`src/rtl/instr_encoder_if.sv`:
```
// ---------------------------------------------------------------------------
// instr_encoder_if
// Bundles the request side (encode requests, flush) and the instruction-memory
// write side of instr_encoder into one interface.
//
// Signals:
//   req_valid/req_ready       request handshake
//   req_kind, rd, rn, rm, imm request fields
//   clear                     synchronous flush
//   wr_valid/wr_ack           memory write handshake
//   wr_addr, wr_data          memory write address / encoded word
//   busy, err, wr_count       status
//
// Modports:
//   slave  - the encoder's view
//   master - the requester / memory-model view
// ---------------------------------------------------------------------------
interface instr_encoder_if #(
   parameter int ADDR_W = 6
) ();

   logic              req_valid;
   logic              req_ready;
   logic [3:0]        req_kind;
   logic [4:0]        rd;
   logic [4:0]        rn;
   logic [4:0]        rm;
   logic [18:0]       imm;
   logic              clear;
   logic              wr_valid;
   logic [ADDR_W-1:0] wr_addr;
   logic [31:0]       wr_data;
   logic              wr_ack;
   logic              busy;
   logic              err;
   logic [ADDR_W:0]   wr_count;

   modport slave (
      input  req_valid, req_kind, rd, rn, rm, imm, clear, wr_ack,
      output req_ready, wr_valid, wr_addr, wr_data, busy, err, wr_count
   );

   modport master (
      output req_valid, req_kind, rd, rn, rm, imm, clear, wr_ack,
      input  req_ready, wr_valid, wr_addr, wr_data, busy, err, wr_count
   );

endinterface

```
`src/rtl/instr_encoder.sv`:
```
// ---------------------------------------------------------------------------
// instr_encoder
// Encodes ARM LEGv8-subset instructions (LDUR, STUR, CBZ, CBNZ, ADD, SUB, AND,
// ORR, ADDI) into 32-bit machine words. It buffers the words in a small FIFO
// and writes them to consecutive instruction-memory addresses.
//
// Ports:
//   clk    - single clock, rising edge
//   reset  - asynchronous, active-low reset
//   bus    - instr_encoder_if.slave. It carries:
//              * the request handshake and fields
//              * the synchronous flush (clear)
//              * the memory write handshake (wr_valid/wr_ack, wr_addr, wr_data)
//              * status (busy, sticky err, saturating wr_count)
//
// Parameters:
//   FIFO_DEPTH - buffered words (power of two, >= 2)
//   ADDR_W     - instruction-memory word-address width
// ---------------------------------------------------------------------------
module instr_encoder #(
   parameter int FIFO_DEPTH = 4,
   parameter int ADDR_W     = 6
) (
   input  logic           clk,
   input  logic           reset,
   instr_encoder_if.slave bus
);

   localparam int PTR_W = $clog2(FIFO_DEPTH);
   localparam int CNT_W = PTR_W + 1;

   localparam logic [PTR_W-1:0]  PTR_ZERO  = {PTR_W{1'b0}};
   localparam logic [PTR_W-1:0]  PTR_ONE   = PTR_W'(1);
   localparam logic [CNT_W-1:0]  CNT_ZERO  = {CNT_W{1'b0}};
   localparam logic [CNT_W-1:0]  CNT_ONE   = CNT_W'(1);
   localparam logic [CNT_W-1:0]  DEPTH_C   = CNT_W'(FIFO_DEPTH);
   localparam logic [ADDR_W-1:0] ADDR_ZERO = {ADDR_W{1'b0}};
   localparam logic [ADDR_W-1:0] ADDR_ONE  = ADDR_W'(1);
   localparam logic [ADDR_W:0]   WCNT_ZERO = {(ADDR_W+1){1'b0}};
   localparam logic [ADDR_W:0]   WCNT_ONE  = (ADDR_W+1)'(1);
   localparam logic [ADDR_W:0]   WCNT_MAX  = {(ADDR_W+1){1'b1}};

   localparam logic [3:0] K_LDUR = 4'd0;
   localparam logic [3:0] K_STUR = 4'd1;
   localparam logic [3:0] K_CBZ  = 4'd2;
   localparam logic [3:0] K_CBNZ = 4'd3;
   localparam logic [3:0] K_ADD  = 4'd4;
   localparam logic [3:0] K_SUB  = 4'd5;
   localparam logic [3:0] K_AND  = 4'd6;
   localparam logic [3:0] K_ORR  = 4'd7;
   localparam logic [3:0] K_ADDI = 4'd8;

   // Returns {valid, word}. An invalid kind yields valid=0 and a zero word.
   // The CB-type Rt field sits in the rd input; unused imm bits drop out.
   function automatic logic [32:0] encode_word(
      input logic [3:0]  kind,
      input logic [4:0]  f_rd,
      input logic [4:0]  f_rn,
      input logic [4:0]  f_rm,
      input logic [18:0] f_imm
   );
      logic [32:0] res;
      res = 33'h0;
      case (kind)
         K_LDUR:  res = {1'b1, 11'b11111000010, f_imm[8:0], 2'b00, f_rn, f_rd};
         K_STUR:  res = {1'b1, 11'b11111000000, f_imm[8:0], 2'b00, f_rn, f_rd};
         K_CBZ:   res = {1'b1, 8'b10110100, f_imm[18:0], f_rd};
         K_CBNZ:  res = {1'b1, 8'b10110101, f_imm[18:0], f_rd};
         K_ADD:   res = {1'b1, 11'b10001011000, f_rm, 6'b000000, f_rn, f_rd};
         K_SUB:   res = {1'b1, 11'b11001011000, f_rm, 6'b000000, f_rn, f_rd};
         K_AND:   res = {1'b1, 11'b10001010000, f_rm, 6'b000000, f_rn, f_rd};
         K_ORR:   res = {1'b1, 11'b10101010000, f_rm, 6'b000000, f_rn, f_rd};
         K_ADDI:  res = {1'b1, 10'b1001000100, f_imm[11:0], f_rn, f_rd};
         default: res = 33'h0;
      endcase
      return res;
   endfunction

   logic [31:0]       mem_r [FIFO_DEPTH];
   logic [PTR_W-1:0]  wr_ptr_r;
   logic [PTR_W-1:0]  rd_ptr_r;
   logic [CNT_W-1:0]  count_r;
   logic [CNT_W-1:0]  count_nxt_s;
   logic [ADDR_W-1:0] addr_r;
   logic [ADDR_W:0]   wcnt_r;
   logic              err_r;
   logic              alive_r;

   logic [32:0]       enc_s;
   logic              enc_ok_s;
   logic [31:0]       enc_word_s;
   logic              full_s;
   logic              busy_s;
   logic              ready_s;
   logic              accept_s;
   logic              push_s;
   logic              bad_s;
   logic              pop_s;

   // Combinational encoding of the request currently presented.
   always_comb begin
      enc_s      = encode_word(bus.req_kind, bus.rd, bus.rn, bus.rm, bus.imm);
      enc_ok_s   = enc_s[32];
      enc_word_s = enc_s[31:0];
   end

   // Handshake qualifiers. alive_r keeps req_ready low until the first edge
   // after reset release. Clear blocks both accept and pop. Acceptance while
   // full is refused even if the head is being popped in the same cycle.
   always_comb begin
      full_s   = (count_r == DEPTH_C);
      busy_s   = (count_r != CNT_ZERO);
      ready_s  = alive_r && !full_s && !bus.clear;
      accept_s = bus.req_valid && ready_s;
      push_s   = accept_s && enc_ok_s;
      bad_s    = accept_s && !enc_ok_s;
      pop_s    = busy_s && bus.wr_ack && !bus.clear;
   end

   // Next FIFO occupancy: a simultaneous push and pop leaves it unchanged.
   always_comb begin
      count_nxt_s = count_r;
      case ({push_s, pop_s})
         2'b10:   count_nxt_s = count_r + CNT_ONE;
         2'b01:   count_nxt_s = count_r - CNT_ONE;
         default: count_nxt_s = count_r;
      endcase
   end

   // FIFO storage; entries are zeroed on reset so nothing stale survives it.
   always_ff @(posedge clk or negedge reset) begin
      if (!reset) begin
         for (int i = 0; i < FIFO_DEPTH; i++) begin
            mem_r[i] <= 32'h0;
         end
      end else if (push_s) begin
         mem_r[wr_ptr_r] <= enc_word_s;
      end
   end

   // Pointers, occupancy, write address, write count and sticky error.
   always_ff @(posedge clk or negedge reset) begin
      if (!reset) begin
         wr_ptr_r <= PTR_ZERO;
         rd_ptr_r <= PTR_ZERO;
         count_r  <= CNT_ZERO;
         addr_r   <= ADDR_ZERO;
         wcnt_r   <= WCNT_ZERO;
         err_r    <= 1'b0;
         alive_r  <= 1'b0;
      end else if (bus.clear) begin
         wr_ptr_r <= PTR_ZERO;
         rd_ptr_r <= PTR_ZERO;
         count_r  <= CNT_ZERO;
         addr_r   <= ADDR_ZERO;
         wcnt_r   <= WCNT_ZERO;
         err_r    <= 1'b0;
         alive_r  <= 1'b1;
      end else begin
         alive_r <= 1'b1;
         count_r <= count_nxt_s;
         if (push_s) begin
            wr_ptr_r <= wr_ptr_r + PTR_ONE;
         end
         if (pop_s) begin
            rd_ptr_r <= rd_ptr_r + PTR_ONE;
            // The address wraps naturally at 2^ADDR_W.
            addr_r   <= addr_r + ADDR_ONE;
            if (wcnt_r != WCNT_MAX) begin
               wcnt_r <= wcnt_r + WCNT_ONE;
            end
         end
         if (bad_s) begin
            err_r <= 1'b1;
         end
      end
   end

   assign bus.req_ready = ready_s;
   assign bus.wr_valid  = busy_s;
   assign bus.busy      = busy_s;
   // The head is forced to zero when empty so an idle bus never shows a stale word.
   assign bus.wr_data   = busy_s ? mem_r[rd_ptr_r] : 32'h0;
   assign bus.wr_addr   = addr_r;
   assign bus.wr_count  = wcnt_r;
   assign bus.err       = err_r;

endmodule

```
`src/flat_wrapper.sv`:
```
// flat-port wrapper written by rule: the top's interface ports become plain ports
module instr_encoder_flat 
#(
   parameter int FIFO_DEPTH = 4,
   parameter int ADDR_W     = 6
)
  (clk, reset, bus_req_valid, bus_req_kind, bus_rd, bus_rn, bus_rm, bus_imm, bus_clear, bus_wr_ack, bus_req_ready, bus_wr_valid, bus_wr_addr, bus_wr_data, bus_busy, bus_err, bus_wr_count);
  instr_encoder_if #(.ADDR_W(ADDR_W)) bus_i ();
  input  logic clk;
  input  logic reset;
  input wire logic [$bits(bus_i.req_valid)-1:0] bus_req_valid;
  input wire logic [$bits(bus_i.req_kind)-1:0] bus_req_kind;
  input wire logic [$bits(bus_i.rd)-1:0] bus_rd;
  input wire logic [$bits(bus_i.rn)-1:0] bus_rn;
  input wire logic [$bits(bus_i.rm)-1:0] bus_rm;
  input wire logic [$bits(bus_i.imm)-1:0] bus_imm;
  input wire logic [$bits(bus_i.clear)-1:0] bus_clear;
  input wire logic [$bits(bus_i.wr_ack)-1:0] bus_wr_ack;
  output wire logic [$bits(bus_i.req_ready)-1:0] bus_req_ready;
  output wire logic [$bits(bus_i.wr_valid)-1:0] bus_wr_valid;
  output wire logic [$bits(bus_i.wr_addr)-1:0] bus_wr_addr;
  output wire logic [$bits(bus_i.wr_data)-1:0] bus_wr_data;
  output wire logic [$bits(bus_i.busy)-1:0] bus_busy;
  output wire logic [$bits(bus_i.err)-1:0] bus_err;
  output wire logic [$bits(bus_i.wr_count)-1:0] bus_wr_count;
  assign bus_i.req_valid = bus_req_valid;
  assign bus_i.req_kind = bus_req_kind;
  assign bus_i.rd = bus_rd;
  assign bus_i.rn = bus_rn;
  assign bus_i.rm = bus_rm;
  assign bus_i.imm = bus_imm;
  assign bus_i.clear = bus_clear;
  assign bus_i.wr_ack = bus_wr_ack;
  assign bus_req_ready = bus_i.req_ready;
  assign bus_wr_valid = bus_i.wr_valid;
  assign bus_wr_addr = bus_i.wr_addr;
  assign bus_wr_data = bus_i.wr_data;
  assign bus_busy = bus_i.busy;
  assign bus_err = bus_i.err;
  assign bus_wr_count = bus_i.wr_count;
  instr_encoder #(.FIFO_DEPTH(FIFO_DEPTH), .ADDR_W(ADDR_W)) u_core (.clk(clk), .reset(reset), .bus(bus_i));
endmodule
```
`config.mk`:
```
export PLATFORM = sky130hd
export DESIGN_NAME = instr_encoder_flat
export DESIGN_NICKNAME = d
export VERILOG_FILES = /design/src/rtl/instr_encoder_if.sv /design/src/rtl/instr_encoder.sv /design/src/flat_wrapper.sv
export SDC_FILE = /design/constraint.sdc
export NUM_CORES = 1
export LEC_CHECK = 0
export CORE_ASPECT_RATIO = 1.4
export CORE_MARGIN = 1.5
export CORE_UTILIZATION = 55
export DETAILED_ROUTE_END_ITERATION = 8
export PLACE_DENSITY = 0.77
export REMOVE_ABC_BUFFERS = 1
export SYNTH_ARGS = -nofsm -noshare
export SYNTH_HDL_FRONTEND = slang
export SYNTH_SLANG_ARGS = --single-unit
export TNS_END_PERCENT = 50
```
`constraint.sdc`:
```
create_clock -name clk -period 3.49 [get_ports clk]
set_clock_uncertainty 0.2 [all_clocks]
set_input_delay 0.698 -clock clk [delete_from_list [all_inputs] [get_ports clk]]
set_output_delay 0.698 -clock clk [all_outputs]
set_load 0.01 [all_outputs]
```
### Word-level counts from Yosys, hierarchy flattened

Cells that the tools add are included.

| operators by class | value |
|---|---|
| add/sub/neg operators | 6 |
| $mul | 0 |
| div/mod/pow operators | 0 |
| magnitude comparators | 3 |
| eq/ne operators | 12 |
| shift operators | 0 |
| mux-type cells | 21 |
| bitwise operators | 2 |
| reductions and logical operators | 19 |

Operator list:

| kind | number |
|---|---|
| 33-bit one-hot mux with 9 select lines | 1 |
| 128-bit bitwise mux | 1 |
| 32-bit two-way mux | 4 |
| 32-bit binary-select mux with 2-bit select | 1 |
| 32-bit demux with 2-bit select | 1 |
| 7-bit two-way mux | 3 |
| 4-bit by 3-bit == test with 1-bit output (second input constant) | 4 |
| 6-bit two-way mux | 2 |
| 4-bit by 2-bit == test with 1-bit output (second input constant) | 2 |
| 1-bit logical AND | 8 |
| 2-bit two-way mux | 4 |
| 2-bit nonzero test | 4 |
| 7-bit by 1-bit adder with 7-bit output (second input constant) | 1 |
| 7-bit != test (second input constant) | 1 |
| 6-bit by 1-bit adder with 6-bit output (second input constant) | 1 |
| 3-bit greater-or-equal comparator (second input constant) | 2 |
| 2-bit inverter with 3-bit output | 2 |
| 3-bit one-hot mux with 2 select lines | 1 |
| 3-bit nonzero test | 2 |
| 2-bit by 1-bit adder with 2-bit output (second input constant) | 2 |
| 4-bit by 1-bit == test with 1-bit output (second input constant) | 1 |
| 4-bit == test (second input constant) | 1 |
| 4-bit zero test | 1 |
| 3-bit by 1-bit adder with 3-bit output (second input constant) | 1 |
| 9 further kinds | 12 |

| word-level totals | value |
|---|---|
| flip-flop bits (word level) | 150 |
| bits in latches | 0 |
| memory bits (writable) | 0 |
| ROM bits | 0 |
| output and inout port bits | 49 |
| word-level logic and storage cells | 74 |
| memories kept | 0 |

### Longest topological paths before layout

| logic depth | value |
|---|---|
| depth after elaboration | 9 |
| gate-level depth with buffers | 8 |

### Worst setup path before layout

Ideal clock, no wire load.

| timing | value |
|---|---|
| path kind | input to register |
| from | input bus_req_kind[1] |
| to | register u_core.count_r[2] |
| library setup time | 125 ps |
| arrival time | 2585 ps |
| data required time | 3165 ps |
| setup slack | 581 ps |
| stages | 8 |
| path buffers | 1 |
| cells stage by stage | buf_2 -> o31a_1 -> nor3_4 -> nor3_1 -> fa_1 -> a311oi_1 -> a21oi_1 -> mux2_2 |

| on the way | value |
|---|---|
| cells in the longest elaborated chain, start to end | 6 |

Ends and longest elaborated chain:

| what | line | source |
|---|---|---|
| from (decl) | flat_wrapper.sv:12 | `input wire logic [$bits(bus_i.req_kind)-1:0] bus_req_kind;` |
| 4-bit == test (tied with other cells) | instr_encoder.sv:64 | `case (kind)` |
| 33-bit one-hot mux with 9 select lines * | instr_encoder.sv:64 |  |
| 1-bit logical AND * | instr_encoder.sv:115 | `push_s = accept_s && enc_ok_s;` |
| 2-bit by 1-bit == test with 1-bit output / 2-bit == test (equally long branches) | instr_encoder.sv:123 | `case ({push_s, pop_s})` |
| 3-bit one-hot mux with 2 select lines | instr_encoder.sv:123 |  |
| 3-bit two-way mux | instr_encoder.sv:151 | `end else if (bus.clear) begin` |
| to (signal assigned) | instr_encoder.sv:161 | `count_r <= count_nxt_s;` |
| to (decl) | instr_encoder.sv:82 | `logic [CNT_W-1:0] count_r;` |

Every way passes the cells marked *; elsewhere a longest branch is shown, timed or not.
A chain may end at the register's enable or synchronous reset.

### Worst setup path in the final report

| timing | value |
|---|---|
| from | register u_core.rd_ptr_r[0] |
| to | output bus_wr_data[13] |

| on the way | value |
|---|---|
| cells in the longest elaborated chain, start to end | 5 |

Ends and longest elaborated chain:

| what | line | source |
|---|---|---|
| from (decl) | instr_encoder.sv:81 | `logic [PTR_W-1:0] rd_ptr_r;` |
| from (signal assigned) | instr_encoder.sv:166 | `rd_ptr_r <= rd_ptr_r + PTR_ONE;` |
| 2-bit inverter with 3-bit output (implied by the code) | instr_encoder.sv:183 | `assign bus.wr_data = busy_s ? mem_r[rd_ptr_r] : 32'h0;` |
| 32-bit binary-select mux with 2-bit select | instr_encoder.sv:183 |  |
| 32-bit two-way mux (implied by the code) (2 in series) | instr_encoder.sv:183 |  |
| 32-bit two-way mux | instr_encoder.sv:183 |  |
| to (decl) | flat_wrapper.sv:22 | `output wire logic [$bits(bus_i.wr_data)-1:0] bus_wr_data;` |

No other way between the ends. The select of a mux whose other input is x is not followed.

==> run metrics <==
Avg Inst Size Synth 11.9 um2; Layout Nets 747; CTS tree built; initial antenna violation count 0; Synth Flop Type dfrtp_1; setup TNS 0 ps; clock transition at the registers of the reported paths 70 ps; row count 49; Net Switching 1.65 mW; HP Class in -> async; Final Core Density 69.7%; Max-cap violations 0; number of synthesized flops with an enable pin 0; Setup crit end kind primary output; Wirelength per Cell 19.3 um; io pins 92; Fmax 307 MHz; TritonCTS Buffers 17; DIE AREA 13900 um2; Pwr per Cell Area 621 nW/um2; Max Root-Sink Buffers 2; clock sinks 150; Required @ worst endpoint 2590 ps; worst slew pin tran 835 ps; Hold Buf Count CTS 0; # H-tree levels 4; Setup CP Type reg -> out; RePlAce Congestion 0.819; R2R Path Start u_core.count_r[0]; postcts setup bufs 0; crit path time final 3250 ps; Initial Util 56.4%; via density per instance 5.98; Post-DP HPWL 11000 um; P_leak 3.88 nW; Total Power 5.57 mW; P_int 3.92 mW; global route overflow 0; number of remaining DRC errors 0; share of cells above drive strength 1 23.1%; worst reg-to-reg path cell count 7; relative slew slack 44.2%; largest net degree at the start of global routing 66; Initial DRC Count 294; final WL 16600 um; Crit Path Max Fanout 18; Vias 5158; first-pass detailed-route iteration total 4; crit path DAT 2350 ps; clock root buffer clkbuf_16; clk_lat worst skew 410 ps; clock share of power 32.8%; Die Y 139 um; n_diodes 0; Ys Warns 0; RSZ-0062 raised after global routing no; reg-to-reg slack, setup 990 ps; vias in the first global route 5506; area grow syn2layout 23.5%; sequential power share 37.1%; Gate power share 30.1%; first-pass GRT wire length 27800 um; chip width 100 um; I/O Buffers 91; Sw Ratio 29.5%; setup violators final 0; Core ar. 12900 um2; Hold Violations, Final 0; Crit Reg-Reg Endpoint u_core.count_r[2]; Synth Cell Area 7260 um2; Max IR drop VDD 0.493 mV; Yosys cell types 52; Final Cycle Share 93.2%; startpoint types flip-flop; register area share after synthesis 51.7%; outcome finished, final reports clean; CTS resizes 0; GRT Overall Usage 25.9%; Antenna Nets Post-Route 0; Pins Over Slew Limit 0; Post-Syn Instances 609; Yosys reg bits 150; async set-reset flop share out of synthesis 100%
[power groups by stage]
| stage | clock [mW] | sequential (mW) | combinational [mW] |
|---|---|---|---|
| 5_1_grt | 1.93 | 2.09 | 1.81 |
| 4_1_cts | 1.84 | 2.06 | 1.70 |
| 3_3_place_gp | 0 | 2.07 | 1.65 |
| 2_1_floorplan | 0 | 2.14 | 0.897 |
| 6_report | 1.83 | 2.07 | 1.68 |
| 3_5_place_dp | 0 | 2.09 | 1.69 |
[worst max-delay path by stage]
| stage | from | endpoint | cells after the start |
|---|---|---|---|
| 2_1_floorplan | u_core.count_r[1] | bus_busy | 2 |
| 3_3_place_gp | bus_req_kind[0] | u_core.count_r[2] | 8 |
| 3_5_place_dp | bus_req_kind[0] | u_core.count_r[2] | 8 |
| 4_1_cts | u_core.rd_ptr_r[0] | bus_wr_data[12] | 4 |
| 5_1_grt | u_core.rd_ptr_r[0] | bus_wr_data[13] | 4 |
| 6_report | u_core.rd_ptr_r[0] | bus_wr_data[13] | 4 |
[per-layer routing]
layer / vias to the layer above / share of wire, % / GRT usage [%]
met1: 2634 / 40 / 33.0
met2: 144 / 54 / 44.0
li1: 2349 / - / -
met5: - / 0 / 0
met4: 0 / 2.4 / 9.34
met3: 31 / 4.0 / 4.89
[worst max-delay path, cell delays in order (launching register included)]
cell and delay (ps):
dfrtp_2 350, buf_4 350, mux4_2 580, nor2b_1 150, clkdlybuf4s50_1 500
[sequential cells by signal, indices dropped and copies added, names as in the netlist]
| name | cells |
|---|---|
| u_core.mem_r | 128 |
| u_core.bus.wr_count | 7 |
| u_core.bus.wr_addr | 6 |
| u_core.count_r | 3 |
| u_core.rd_ptr_r | 2 |
| u_core.wr_ptr_r | 2 |
| u_core.alive_r | 1 |
| u_core.bus.err | 1 |
[cell usage after synthesis, drive strengths merged, types with 7 or more instances]
| cell | n | share of area [%] |
|---|---|---|
| mux2 | 71 | 11 |
| a22oi | 9 | 0.93 |
| dfrtp | 150 | 52 |
| inv | 7 | 0.36 |
| o21ai | 70 | 4.8 |
| nand2b | 7 | 0.60 |
| buf | 15 | 1.1 |
| mux4 | 32 | 9.9 |
| xnor2 | 7 | 0.84 |
| nand2 | 76 | 3.9 |
| nor2b | 36 | 3.1 |
| nand4 | 7 | 0.86 |
| clkbuf | 28 | 1.4 |
| nor2 | 18 | 0.93 |
| mux2i | 7 | 0.96 |
| a21oi | 15 | 1.0 |
[per-stage QoR]
step	instance area, um2	setup WS [ps]	hold slack, ps	instances
after global placement	8370	392	247	831
after CTS	8970	203	76.0	863
after floorplan	7080	9.23	202	566
final	8970	238	51.4	863
after detailed placement	8370	365	256	831
after global routing	8970	139	95.2	863
[cell families (layout without fill, tap and decap cells)]
family,Yosys count,in the layout,synth area share [%]
AOI/OAI and AO/OA,112,112,8.82
xor gates and xnor gates,10,10,1.21
adders and majority gates,7,7,1.31
buffers and inverters,51,152,2.98
DFF,150,150,51.7
muxes,110,110,21.9
other,1,1,0.0516
and+or+nand+nor,168,168,12.0
[final cells by class]
type / instances / area [um2]
clock buffers: 19 / 453
flip-flops and latches: 150 / 3750
inverters: 8 / 30.0
clock inverters: 13 / 148
fillers: 915 / 3910
well taps: 153 / 191
multi-input cells: 408 / 3300
repair buffers: 112 / 1090
[cells in the final DEF, fill, tap and decap left out, drive strengths merged, types with 2 or more instances in the layout]
cell           Yosys  layout
nor2b             36      36
xnor2              7       7
o31a               2       2
nand3              2       2
xor2               3       3
nand2b             7       7
inv                7       9
a31oi              6       6
clkinvlp           0       4
clkinv             1       6
nor3b              2       2
nor2              18      18
nor3               5       5
a22oi              9       9
dfrtp            150     150
clkbuf            28      19
nand2             76      76
nand4              7       7
o31ai              3       3
o21ai             70      70
a21o               2       2
or3                3       3
clkdlybuf4s50      0      90
nor4bb             3       3
mux2              71      71
mux2i              7       7
a21oi             15      15
mux4              32      32
buf               15      22
or3b               2       2
bufinv             0       2
ha                 6       6
Power figures use the tool's default switching activity.
